<file path="src/rtl/instruction_decode_hz.sv">
// instruction_decode_hz -- MIPS ID stage.
//   Register file with same-cycle WB bypass, main decoder, immediate
//   extension, load-use / branch-operand hazard detection, early branch and
//   jump resolution, and the ID/EX pipeline register.
// Ports:
//   clk, i_rst                 clock, async active-high reset
//   i_instruction/i_pcounter4  instruction and its PC+4 from IF/ID
//   i_valid, i_flush           slot-valid and squash
//   i_wb_*                     register-file write port
//   i_ex_*, i_mem_*            downstream destinations for hazard/forwarding
//   o_stall, o_pc_sel,
//   o_pc_target, o_illegal     combinational controls back to IF
//   o_valid .. o_link          registered ID/EX fields for EX
module instruction_decode_hz #(
  parameter int NB_DATA     = 32,
  parameter int NB_REG_ADDR = 5,
  parameter int LINK_REG    = 31
) (
  input  logic                   clk,
  input  logic                   i_rst,
  input  logic [31:0]            i_instruction,
  input  logic [NB_DATA-1:0]     i_pcounter4,
  input  logic                   i_valid,
  input  logic                   i_flush,
  input  logic                   i_wb_we,
  input  logic [NB_REG_ADDR-1:0] i_wb_addr,
  input  logic [NB_DATA-1:0]     i_wb_data,
  input  logic                   i_ex_regWrite,
  input  logic                   i_ex_memRead,
  input  logic [NB_REG_ADDR-1:0] i_ex_wr_addr,
  input  logic                   i_mem_regWrite,
  input  logic                   i_mem_memRead,
  input  logic [NB_REG_ADDR-1:0] i_mem_wr_addr,
  input  logic [NB_DATA-1:0]     i_mem_alu_result,
  output logic                   o_stall,
  output logic                   o_pc_sel,
  output logic [NB_DATA-1:0]     o_pc_target,
  output logic                   o_illegal,
  output logic                   o_valid,
  output logic [NB_REG_ADDR-1:0] o_rs,
  output logic [NB_REG_ADDR-1:0] o_rt,
  output logic [NB_REG_ADDR-1:0] o_wr_addr,
  output logic [NB_DATA-1:0]     o_reg_DA,
  output logic [NB_DATA-1:0]     o_reg_DB,
  output logic [NB_DATA-1:0]     o_immediate,
  output logic [NB_DATA-1:0]     o_pcounter4,
  output logic [5:0]             o_opcode,
  output logic [4:0]             o_shamt,
  output logic [5:0]             o_func,
  output logic                   o_regWrite,
  output logic                   o_mem2Reg,
  output logic                   o_memRead,
  output logic                   o_memWrite,
  output logic                   o_aluSrc,
  output logic [1:0]             o_aluOp,
  output logic                   o_link
);

  localparam int NREGS = 2**NB_REG_ADDR;

  localparam logic [5:0] OP_RTYPE = 6'h00, OP_J    = 6'h02, OP_JAL  = 6'h03,
                         OP_BEQ   = 6'h04, OP_BNE  = 6'h05, OP_ADDI = 6'h08,
                         OP_ADDIU = 6'h09, OP_SLTI = 6'h0A, OP_ANDI = 6'h0C,
                         OP_ORI   = 6'h0D, OP_XORI = 6'h0E, OP_LUI  = 6'h0F,
                         OP_LW    = 6'h23, OP_SW   = 6'h2B;
  localparam logic [5:0] FN_SLL = 6'h00, FN_SRL = 6'h02, FN_JR  = 6'h08,
                         FN_ADDU = 6'h21, FN_SUBU = 6'h23, FN_AND = 6'h24,
                         FN_OR  = 6'h25, FN_XOR = 6'h26, FN_SLT = 6'h2A;

  typedef struct packed {
    logic                   valid;
    logic [NB_REG_ADDR-1:0] rs;
    logic [NB_REG_ADDR-1:0] rt;
    logic [NB_REG_ADDR-1:0] wr_addr;
    logic [NB_DATA-1:0]     da;
    logic [NB_DATA-1:0]     db;
    logic [NB_DATA-1:0]     imm;
    logic [NB_DATA-1:0]     pc4;
    logic [5:0]             opcode;
    logic [4:0]             shamt;
    logic [5:0]             func;
    logic                   regWrite;
    logic                   mem2Reg;
    logic                   memRead;
    logic                   memWrite;
    logic                   aluSrc;
    logic [1:0]             aluOp;
    logic                   link;
  } idex_t;

  logic [NB_DATA-1:0] r_regs [NREGS];
  idex_t              r_idex;
  idex_t              w_dec;

  // ---- instruction fields
  logic [5:0]             w_op, w_fn;
  logic [4:0]             w_shamt;
  logic [15:0]            w_imm16;
  logic [25:0]            w_imm26;
  logic [NB_REG_ADDR-1:0] w_rs, w_rt, w_rd;

  assign w_op    = i_instruction[31:26];
  assign w_fn    = i_instruction[5:0];
  assign w_shamt = i_instruction[10:6];
  assign w_imm16 = i_instruction[15:0];
  assign w_imm26 = i_instruction[25:0];
  assign w_rs    = NB_REG_ADDR'(i_instruction[25:21]);
  assign w_rt    = NB_REG_ADDR'(i_instruction[20:16]);
  assign w_rd    = NB_REG_ADDR'(i_instruction[15:11]);

  logic [NB_DATA-1:0] w_sext, w_zext, w_jext, w_br_tgt, w_j_tgt;
  assign w_sext   = {{(NB_DATA-16){w_imm16[15]}}, w_imm16};
  assign w_zext   = NB_DATA'(w_imm16);
  assign w_jext   = NB_DATA'(w_imm26);
  assign w_br_tgt = i_pcounter4 + {w_sext[NB_DATA-3:0], 2'b00};
  assign w_j_tgt  = {i_pcounter4[NB_DATA-1:28], w_imm26, 2'b00};

  // ---- register file: reg 0 is never written, so it always reads 0
  always_ff @(posedge clk or posedge i_rst) begin
    if (i_rst) begin
      for (int i = 0; i < NREGS; i++) r_regs[i] <= '0;
    end else if (i_wb_we && i_wb_addr != '0) begin
      r_regs[i_wb_addr] <= i_wb_data;
    end
  end

  logic [NB_DATA-1:0] w_rd_a, w_rd_b;
  assign w_rd_a = (w_rs == '0) ? '0 :
                  (i_wb_we && i_wb_addr == w_rs) ? i_wb_data : r_regs[w_rs];
  assign w_rd_b = (w_rt == '0) ? '0 :
                  (i_wb_we && i_wb_addr == w_rt) ? i_wb_data : r_regs[w_rt];

  // ---- main decoder
  logic w_known, w_use_rs, w_use_rt, w_is_br, w_is_jr, w_is_j;

  always_comb begin
    w_dec          = '0;
    w_known        = 1'b0;
    w_use_rs       = 1'b1;
    w_use_rt       = 1'b0;
    w_is_br        = 1'b0;
    w_is_jr        = 1'b0;
    w_is_j         = 1'b0;
    w_dec.valid    = 1'b1;
    w_dec.rs       = w_rs;
    w_dec.rt       = w_rt;
    w_dec.wr_addr  = w_rt;
    w_dec.da       = w_rd_a;
    w_dec.db       = w_rd_b;
    w_dec.imm      = w_sext;
    w_dec.pc4      = i_pcounter4;
    w_dec.opcode   = w_op;
    w_dec.shamt    = w_shamt;
    w_dec.func     = w_fn;
    case (w_op)
      OP_RTYPE: begin
        w_dec.wr_addr = w_rd;
        w_dec.aluOp   = 2'b10;
        w_use_rt      = 1'b1;
        case (w_fn)
          FN_JR: begin
            w_known = 1'b1;
            w_is_jr = 1'b1;
          end
          FN_ADDU, FN_SUBU, FN_AND, FN_OR, FN_XOR, FN_SLT, FN_SLL, FN_SRL: begin
            w_known        = 1'b1;
            w_dec.regWrite = 1'b1;
          end
          default: ;
        endcase
      end
      OP_ADDI, OP_ADDIU, OP_SLTI, OP_ANDI, OP_ORI, OP_XORI, OP_LUI: begin
        w_known        = 1'b1;
        w_dec.regWrite = 1'b1;
        w_dec.aluSrc   = 1'b1;
        w_dec.aluOp    = 2'b11;
        // logical ops and LUI take the raw 16 bits; EX does the LUI shift
        if (w_op == OP_ANDI || w_op == OP_ORI || w_op == OP_XORI || w_op == OP_LUI)
          w_dec.imm = w_zext;
        if (w_op == OP_LUI) w_use_rs = 1'b0;
      end
      OP_LW: begin
        w_known        = 1'b1;
        w_dec.regWrite = 1'b1;
        w_dec.mem2Reg  = 1'b1;
        w_dec.memRead  = 1'b1;
        w_dec.aluSrc   = 1'b1;
      end
      OP_SW: begin
        w_known        = 1'b1;
        w_use_rt       = 1'b1;
        w_dec.memWrite = 1'b1;
        w_dec.aluSrc   = 1'b1;
      end
      OP_BEQ, OP_BNE: begin
        w_known     = 1'b1;
        w_use_rt    = 1'b1;
        w_is_br     = 1'b1;
        w_dec.aluOp = 2'b01;
      end
      OP_J, OP_JAL: begin
        w_known       = 1'b1;
        w_use_rs      = 1'b0;
        w_is_j        = 1'b1;
        w_dec.imm     = w_jext;
        w_dec.wr_addr = '0;
        if (w_op == OP_JAL) begin
          // EX passes DA straight through as the link value
          w_dec.wr_addr  = NB_REG_ADDR'(LINK_REG);
          w_dec.regWrite = 1'b1;
          w_dec.link     = 1'b1;
          w_dec.da       = i_pcounter4;
        end
      end
      default: ;
    endcase
  end

  // ---- hazards
  logic w_ex_rs, w_ex_rt, w_mem_rs, w_mem_rt;
  assign w_ex_rs  = (i_ex_wr_addr  != '0) && (i_ex_wr_addr  == w_rs);
  assign w_ex_rt  = (i_ex_wr_addr  != '0) && (i_ex_wr_addr  == w_rt);
  assign w_mem_rs = (i_mem_wr_addr != '0) && (i_mem_wr_addr == w_rs);
  assign w_mem_rt = (i_mem_wr_addr != '0) && (i_mem_wr_addr == w_rt);

  logic w_load_use, w_br_hz;
  assign w_load_use = i_ex_memRead && ((w_use_rs && w_ex_rs) || (w_use_rt && w_ex_rt));
  // Branch operands are compared in ID, so anything still in EX, or a load
  // in MEM, cannot be forwarded yet.
  assign w_br_hz = ((w_is_br || w_is_jr) &&
                    ((i_ex_regWrite && w_ex_rs) || (i_mem_memRead && w_mem_rs))) ||
                   (w_is_br &&
                    ((i_ex_regWrite && w_ex_rt) || (i_mem_memRead && w_mem_rt)));

  // Only a real, decodable instruction can hold the front end.
  assign o_stall = !i_rst && i_valid && w_known && (w_load_use || w_br_hz);

  // ---- early branch resolution with MEM-stage forwarding
  logic [NB_DATA-1:0] w_fwd_a, w_fwd_b;
  logic               w_take;
  assign w_fwd_a = (i_mem_regWrite && w_mem_rs) ? i_mem_alu_result : w_rd_a;
  assign w_fwd_b = (i_mem_regWrite && w_mem_rt) ? i_mem_alu_result : w_rd_b;
  assign w_take  = w_is_j || w_is_jr ||
                   (w_is_br && ((w_fwd_a == w_fwd_b) ^ (w_op == OP_BNE)));

  assign o_pc_sel    = !i_rst && i_valid && !o_stall && !i_flush && w_take;
  assign o_pc_target = w_is_jr ? w_fwd_a : (w_is_j ? w_j_tgt : w_br_tgt);
  assign o_illegal   = !i_rst && i_valid && !w_known;

  // ---- ID/EX register
  always_ff @(posedge clk or posedge i_rst) begin
    if (i_rst)                                              r_idex <= '0;
    else if (i_flush || o_stall || !i_valid || !w_known)    r_idex <= '0;
    else                                                    r_idex <= w_dec;
  end

  assign o_valid     = r_idex.valid;
  assign o_rs        = r_idex.rs;
  assign o_rt        = r_idex.rt;
  assign o_wr_addr   = r_idex.wr_addr;
  assign o_reg_DA    = r_idex.da;
  assign o_reg_DB    = r_idex.db;
  assign o_immediate = r_idex.imm;
  assign o_pcounter4 = r_idex.pc4;
  assign o_opcode    = r_idex.opcode;
  assign o_shamt     = r_idex.shamt;
  assign o_func      = r_idex.func;
  assign o_regWrite  = r_idex.regWrite;
  assign o_mem2Reg   = r_idex.mem2Reg;
  assign o_memRead   = r_idex.memRead;
  assign o_memWrite  = r_idex.memWrite;
  assign o_aluSrc    = r_idex.aluSrc;
  assign o_aluOp     = r_idex.aluOp;
  assign o_link      = r_idex.link;

endmodule

</file>
<file path="config.mk">
export PLATFORM = sky130hd
export DESIGN_NAME = instruction_decode_hz
export DESIGN_NICKNAME = d
export VERILOG_FILES = /design/src/rtl/instruction_decode_hz.sv
export SDC_FILE = /design/constraint.sdc
export NUM_CORES = 2
export LEC_CHECK = 0
export CELL_PAD_IN_SITES_DETAIL_PLACEMENT = 1
export CELL_PAD_IN_SITES_GLOBAL_PLACEMENT = 1
export CORE_UTILIZATION = 40
export CTS_BUF_LIST = sky130_fd_sc_hd__clkbuf_4 sky130_fd_sc_hd__clkbuf_8
export DETAILED_ROUTE_END_ITERATION = 6
export GPL_TIMING_DRIVEN = 0
export PLACE_DENSITY_LB_ADDON = 0.3
export SYNTH_ARGS = -nofsm -noshare
export SYNTH_HDL_FRONTEND = slang
export SYNTH_SLANG_ARGS = --single-unit
</file>
<file path="constraint.sdc">
create_clock -name clk -period 75 [get_ports clk]
set_clock_uncertainty 0.1 [all_clocks]
set_input_delay 18.75 -clock clk [delete_from_list [all_inputs] [get_ports clk]]
set_output_delay 18.75 -clock clk [all_outputs]
set_load 0.1 [all_outputs]
</file>
# After elaboration in Yosys (flattened, before gate mapping)
# Cells that the tools add are included.
word_totals:
  word_cells: 189
  out_inout_bits: 204
  regBits: 1193
  inputBits: 152
op_classes:
  eq_ne: 28
  add_sub_neg: 1
  reduce_logical: 62
  n_mux: 40
  bitwise: 4
  order_cmp: 4
ops:
  columns: ["operator", "count"]
  rows:
  - ["$bwmux 1024", 1]
  - ["$mux 32", 15]
  - ["$bmux 32 s5", 2]
  - ["$mux 169", 1]
  - ["$demux 32 s5", 1]
  - ["$pmux 32 s2", 1]
  - ["$eq 6x4->1 const B", 8]
  - ["$eq 6x6->1 const B", 8]
  - ["$mux 37", 1]
  - ["$add 32x32->32", 1]
  - ["$eq 32x32->1", 1]
  - ["$eq 5x5->1", 6]
  - ["$logic_and 1x1->1", 27]
  - ["$eq 6x2->1 const B", 3]
  - ["$ge 6x6->1 const B", 3]
  - ["$not 5->6", 3]
  - ["$reduce_or 9->1", 2]
  - ["$reduce_or 8->1", 2]
  - ["$reduce_bool 5->1", 3]
  - ["$logic_or 1x1->1", 14]
  - ["$reduce_or 13->1", 1]
  - ["$eq 6x3->1 const B", 2]
  - ["$logic_not 6->1", 2]
  - ["$mux 1", 12]
  - ["12 further kinds", 19]

# Logic depth before layout (Yosys ltp)
depth:
  ltp_word: 12
  ltp_mapped: 19
  ltp_nobuf: 15

# Least setup slack after synthesis
# Ideal clock, no wire load.
synth_path:
  path_kind: "input-to-output"
  startpoint: "input port i_rst"
  endpoint: "output port o_pc_sel"
  path_buffers: 0
  path_stages: 4
  setup_slack_ps: 9419
  t_required_ps: 56150
  t_arrival_ps: 46731
  path_cell_list: "inv_1 > o2111a_1 > nor2_1 > o2111a_1"
synth_via:
  elab_chain_len: 8
synth_lines:
  columns: ["element", "line_no", "text"]
  rows:
  - ["start, declared", "20", "input logic i_rst,"]
  - ["$logic_not 1->1 (no line)", null, null]
  - ["$logic_and 1x1->1 (3 in a row)", "236", "assign o_stall = !i_rst && i_valid && w_known && (w_load_use || w_br_hz);"]
  - ["named net o_stall", "35", "output logic o_stall,"]
  - ["$logic_not 1->1", "246", "assign o_pc_sel = !i_rst && i_valid && !o_stall && !i_flush && w_take;"]
  - ["$logic_and 1x1->1 (3 in a row)", "246", null]
  - ["end, declared", "36", "output logic o_pc_sel,"]
# The timed path passes the listed nets, and every way through them passes these cells.

# Worst setup path after layout
layout_path:
  startpoint: "input port i_instruction[22]"
  endpoint: "output port o_pc_sel"
layout_via:
  elab_chain_len: 12
  elab_cells_between_ends: 33
  cone_classes: "eq/ne (4); mux (6); bitwise (2); reduce/logical (21)"
layout_lines:
  columns: ["element", "line_no", "text"]
  rows:
  - ["start, declared", "21", "input logic [31:0] i_instruction,"]
  - ["$not 5->6 (implied by the code), or another cell as far along", "129", "(i_wb_we && i_wb_addr == w_rs) ? i_wb_data : r_regs[w_rs];"]
  - ["$bmux 32 s5, or another cell as far along", "129", null]
  - ["$mux 32 (implied by the code) or $logic_and 1x1->1 (tied branches)", "129, 231", null]
  - ["$mux 32 (implied by the code) or $logic_or 1x1->1 (tied branches)", "129, 231", null]
  - ["$mux 32 or $logic_and 1x1->1 (tied branches)", "129, 230", null]
  - ["$mux 32 or $logic_or 1x1->1 (tied branches)", "128, 231", null]
  - ["$mux 32 or $logic_or 1x1->1 (tied branches)", "241, 236", null]
  - ["$eq 32x32->1 or $logic_and 1x1->1 (tied branches)", "244, 236", null]
  - ["$xor 1x1->1 or $logic_not 1->1 (tied branches)", "244, 246", null]
  - ["$logic_and 1x1->1, on equally long branches", "244, 246", null]
  - ["$logic_or 1x1->1 or $logic_and 1x1->1 (tied branches)", "243, 246", null]
  - ["$logic_and 1x1->1 (*)", "246", null]
# Mark *: on every way between the ends. The rest lies on a longest branch, timed or not. The select of a mux whose other input is x is not followed.

==> impl_metrics.tcl <==
set metrics [dict create \
    synth_seq_cells 1176 \
    grt_pass1_vias 52645 \
    p_switching_uw 665 \
    worstSetupStartpointType "primary input" \
    routedWlPerCell_um 45.7 \
    clockBufferDepth 3 \
    start_util_pct 40.2 \
    slowest_delay_ns 1.17 \
    drv_cap 62 \
    synthFlopType "dfrtp_1" \
    avgSynthCellArea_um2 13.6 \
    arrival_ns 28.19 \
    drive_above_1_share_pct 38.5 \
    routed_wl_um 343000 \
    die_area_um2 161000 \
    slew_headroom_pct -17.3 \
    cp_cell_sequence "clkdlybuf4s50_1 -> buf_2 -> buf_1 -> clkbuf_1 -> buf_16 -> buf_1 -> mux4_2 -> a22oi_1 -> a211oi_1 -> a311o_1 -> mux2i_1 -> xnor2_1 -> nor4_1 -> nand4_1 -> or4_1 -> a21oi_1 -> o2111a_1 -> clkdlybuf4s50_1" \
    num_io_pins 356 \
    tns_ns 0 \
    power.density_nw_per_um2 26.6 \
    htree_num_levels 4 \
    finalNetCount 5444 \
    fin_util_pct 47.3 \
    min_period_ns 47.04 \
    dpl.hpwl_um 241000 \
    synthArstFlopShare_pct 100 \
    rsz0062_at_grt "false" \
    synth_seq_area_share_pct 46.2 \
    gp_routability_congestion 1.01 \
    combPwrFrac_pct 25.2 \
    crit_slowest_cell "clkdlybuf4s50_1" \
    vias 52760 \
    die_w_um 401 \
    post-synth-top-area-cell "dfrtp_1" \
    finalHoldViolations 0 \
    post_cts_buffers 0 \
    worst_pin_slew_ns 1.76 \
    cts_tree "yes" \
    die_y_um 401 \
    clk_latency_ns 1.05 \
    finalCritPeriodShare_pct 62.7 \
    grt_usage_pct 42.3 \
    fin_area_um2 74900 \
    synth_nets 4869 \
    synth_cell_types 83 \
    register_area_um2 29400 \
    power_leakage_uw 0.0318 \
    p_sw_share_pct 33.4 \
    clkSinkCount 1176 \
    route.detailed.drc 0 \
    postCtsHoldBufs 0 \
    yosysMostFrequentCell "dfrtp_1" \
    status "complete, but fails checks" \
    antenna_found_initial 47 \
    critPathRequiredTime_ns 56.15 \
    ctsRootBufferMaster "clkbuf_8" \
    yosysWarnings 0 \
    portBuffers 342 \
    area_growth_pct 17.6 \
    nFillCells 15988 \
    fmax_mhz 21.3 \
    synth_top_area_share_pct 46.2 \
    vias_per_cell 7.02 \
    hp-class "flop to flop" \
    multi_input_area_um2 31900 \
    cts_resized 0 \
    grt_pass1_wl_um 460000 \
    overflow 0 \
    synth-edff-count 0 \
    slew_viol_final 637 \
    netlist_top_cells_count "1176 x dfrtp_1, 1013 x mux2_2, 474 x mux4_2" \
    cts_buffers 205 \
    placed_area_um2 70300 \
    drt_pre_antenna_iters 6 \
    cts.reportedPaths.clkPinSlew_ns 0.06 \
    ant_nets 0 \
    peakVddDrop_uv 21.8 \
    syn_inst 4687 \
    p_int_uw 1330 \
    dr.first_iter.drc_count 7423 \
    synth_area_um2 63700 \
    worstSetupPathType "primary input to output pin" \
    setup_viol 0 \
    pwr-share-seq_pct 41.4 \
    p_clk_share_pct 33.3 \
    synthTopCellsByArea "dfrtp_1 46%, mux2_2 18%, mux4_2 17%, clkbuf_1 1.8%, a22oi_1 1.1%" \
    violations "capacitance limit, slew limit" \
    cp_max_fo 10 \
    end_kind "output pin" \
    core_um2 158000 \
    std_cell_rows 146 \
    grt_max_degree 130 \
]
[placed cells by master (no fill, tap or decap), types with 35 or more instances in the layout]
master / instances
dfrtp_1: 1176
mux2_2: 1013
mux4_2: 474
clkdlybuf4s50_1: 342
clkbuf_8: 264
clkbuf_1: 263
nor2_1: 181
nand2_1: 142
a21oi_1: 126
a22oi_1: 93
o22ai_1: 87
and2_1: 69
buf_2: 66
nor3_1: 63
o21ai_0: 63
mux2i_1: 60
buf_4: 53
clkbuf_2: 51
or3_1: 51
buf_1: 48
xnor2_1: 48
clkbuf_4: 47
nand3_1: 43
xor2_1: 37
a221oi_1: 35
[power by group through the flow]
stage          logic (uW)  registers [uW]  clock network, uW
2_1_floorplan         322             812                  0
3_3_place_gp          471             823                  0
3_5_place_dp          484             830                  0
4_1_cts               486             819                661
5_1_grt               514             835                687
6_report              503             826                664
[registers in the layout, indices dropped and copies added, names as in the netlist, 2 cells and up]
register     count
r_regs        1024
o_wr_addr        5
o_opcode         6
o_rs             5
o_aluOp          2
o_reg_DA        32
o_pcounter4     32
o_immediate     18
o_func           5
o_shamt          4
o_rt             5
o_reg_DB        32
[critical path: cells and delay by family]
kind	cells	cell delay, ns
buffers and inverters	7	5.36
AO/OA/AOI/OAI	5	1.52
AND/OR/NAND/NOR	3	1.43
multiplexers	2	0.92
XOR/XNOR	1	0.14
[layer usage]
metal	up-vias	track usage, %	share of wire, %
li1	19103	-	-
met1	27797	49.7	35
met2	4383	60.4	42
met3	1425	18.2	13
met4	52	33.6	9.6
met5	-	0	0.14
[metrics by stage]
step	power [uW]	instances	hold slack, ns	setup slack, ns
6_report	1990	7515	0.382	27.96
5_1_grt	2040	7491	0.397	28.21
2_1_floorplan	1130	4687	0.338	9.42
3_3_place_gp	1290	7101	0.353	-1.87
4_1_cts	1970	7484	0.383	28.45
3_5_place_dp	1310	7124	0.369	28.48
[final timing paths]
kind	startpoint	end	slack, ns	depth (start not counted)
max in group asynchronous	i_rst	r_regs[611]	54.29	6
setup reg to reg	r_regs[374]	o_reg_DA[22]	71.75	8
hold / removal	r_regs[1023]	r_regs[1023]	0.38	1
setup / recovery	i_instruction[22]	o_pc_sel	27.96	18
min in group asynchronous	i_rst	o_reg_DB[14]	18.08	2
hold reg to reg	r_regs[1023]	r_regs[1023]	0.38	1
[kinds of logic (layout without fill, tap and decap cells)]
logic type                 Yosys count  count (layout)  share of synthesized area (%)
AOI/OAI and AO/OA                  638             638                           6.97
xor gates and xnor gates            85              85                           1.17
adders and majority gates           30              30                          0.601
buffers and inverters              517            1245                           3.66
DFF                               1176            1176                           46.2
muxes                             1559            1559                           36.1
other                                1              29                        0.00589
and+or+nand+nor                    681             681                           5.29
[final cells by class]
type / count / share of cell area [%]
diodes: 28 / 0.0936
well taps: 2072 / 3.46
clock buffers: 311 / 5.32
flip-flops and latches: 1176 / 39.3
multi-input cells: 2994 / 42.6
plain buffers: 495 / 3.11
clock inverters: 49 / 0.673
repair buffers: 368 / 5.26
inverters: 22 / 0.120
(Power assumes the default switching activity.)
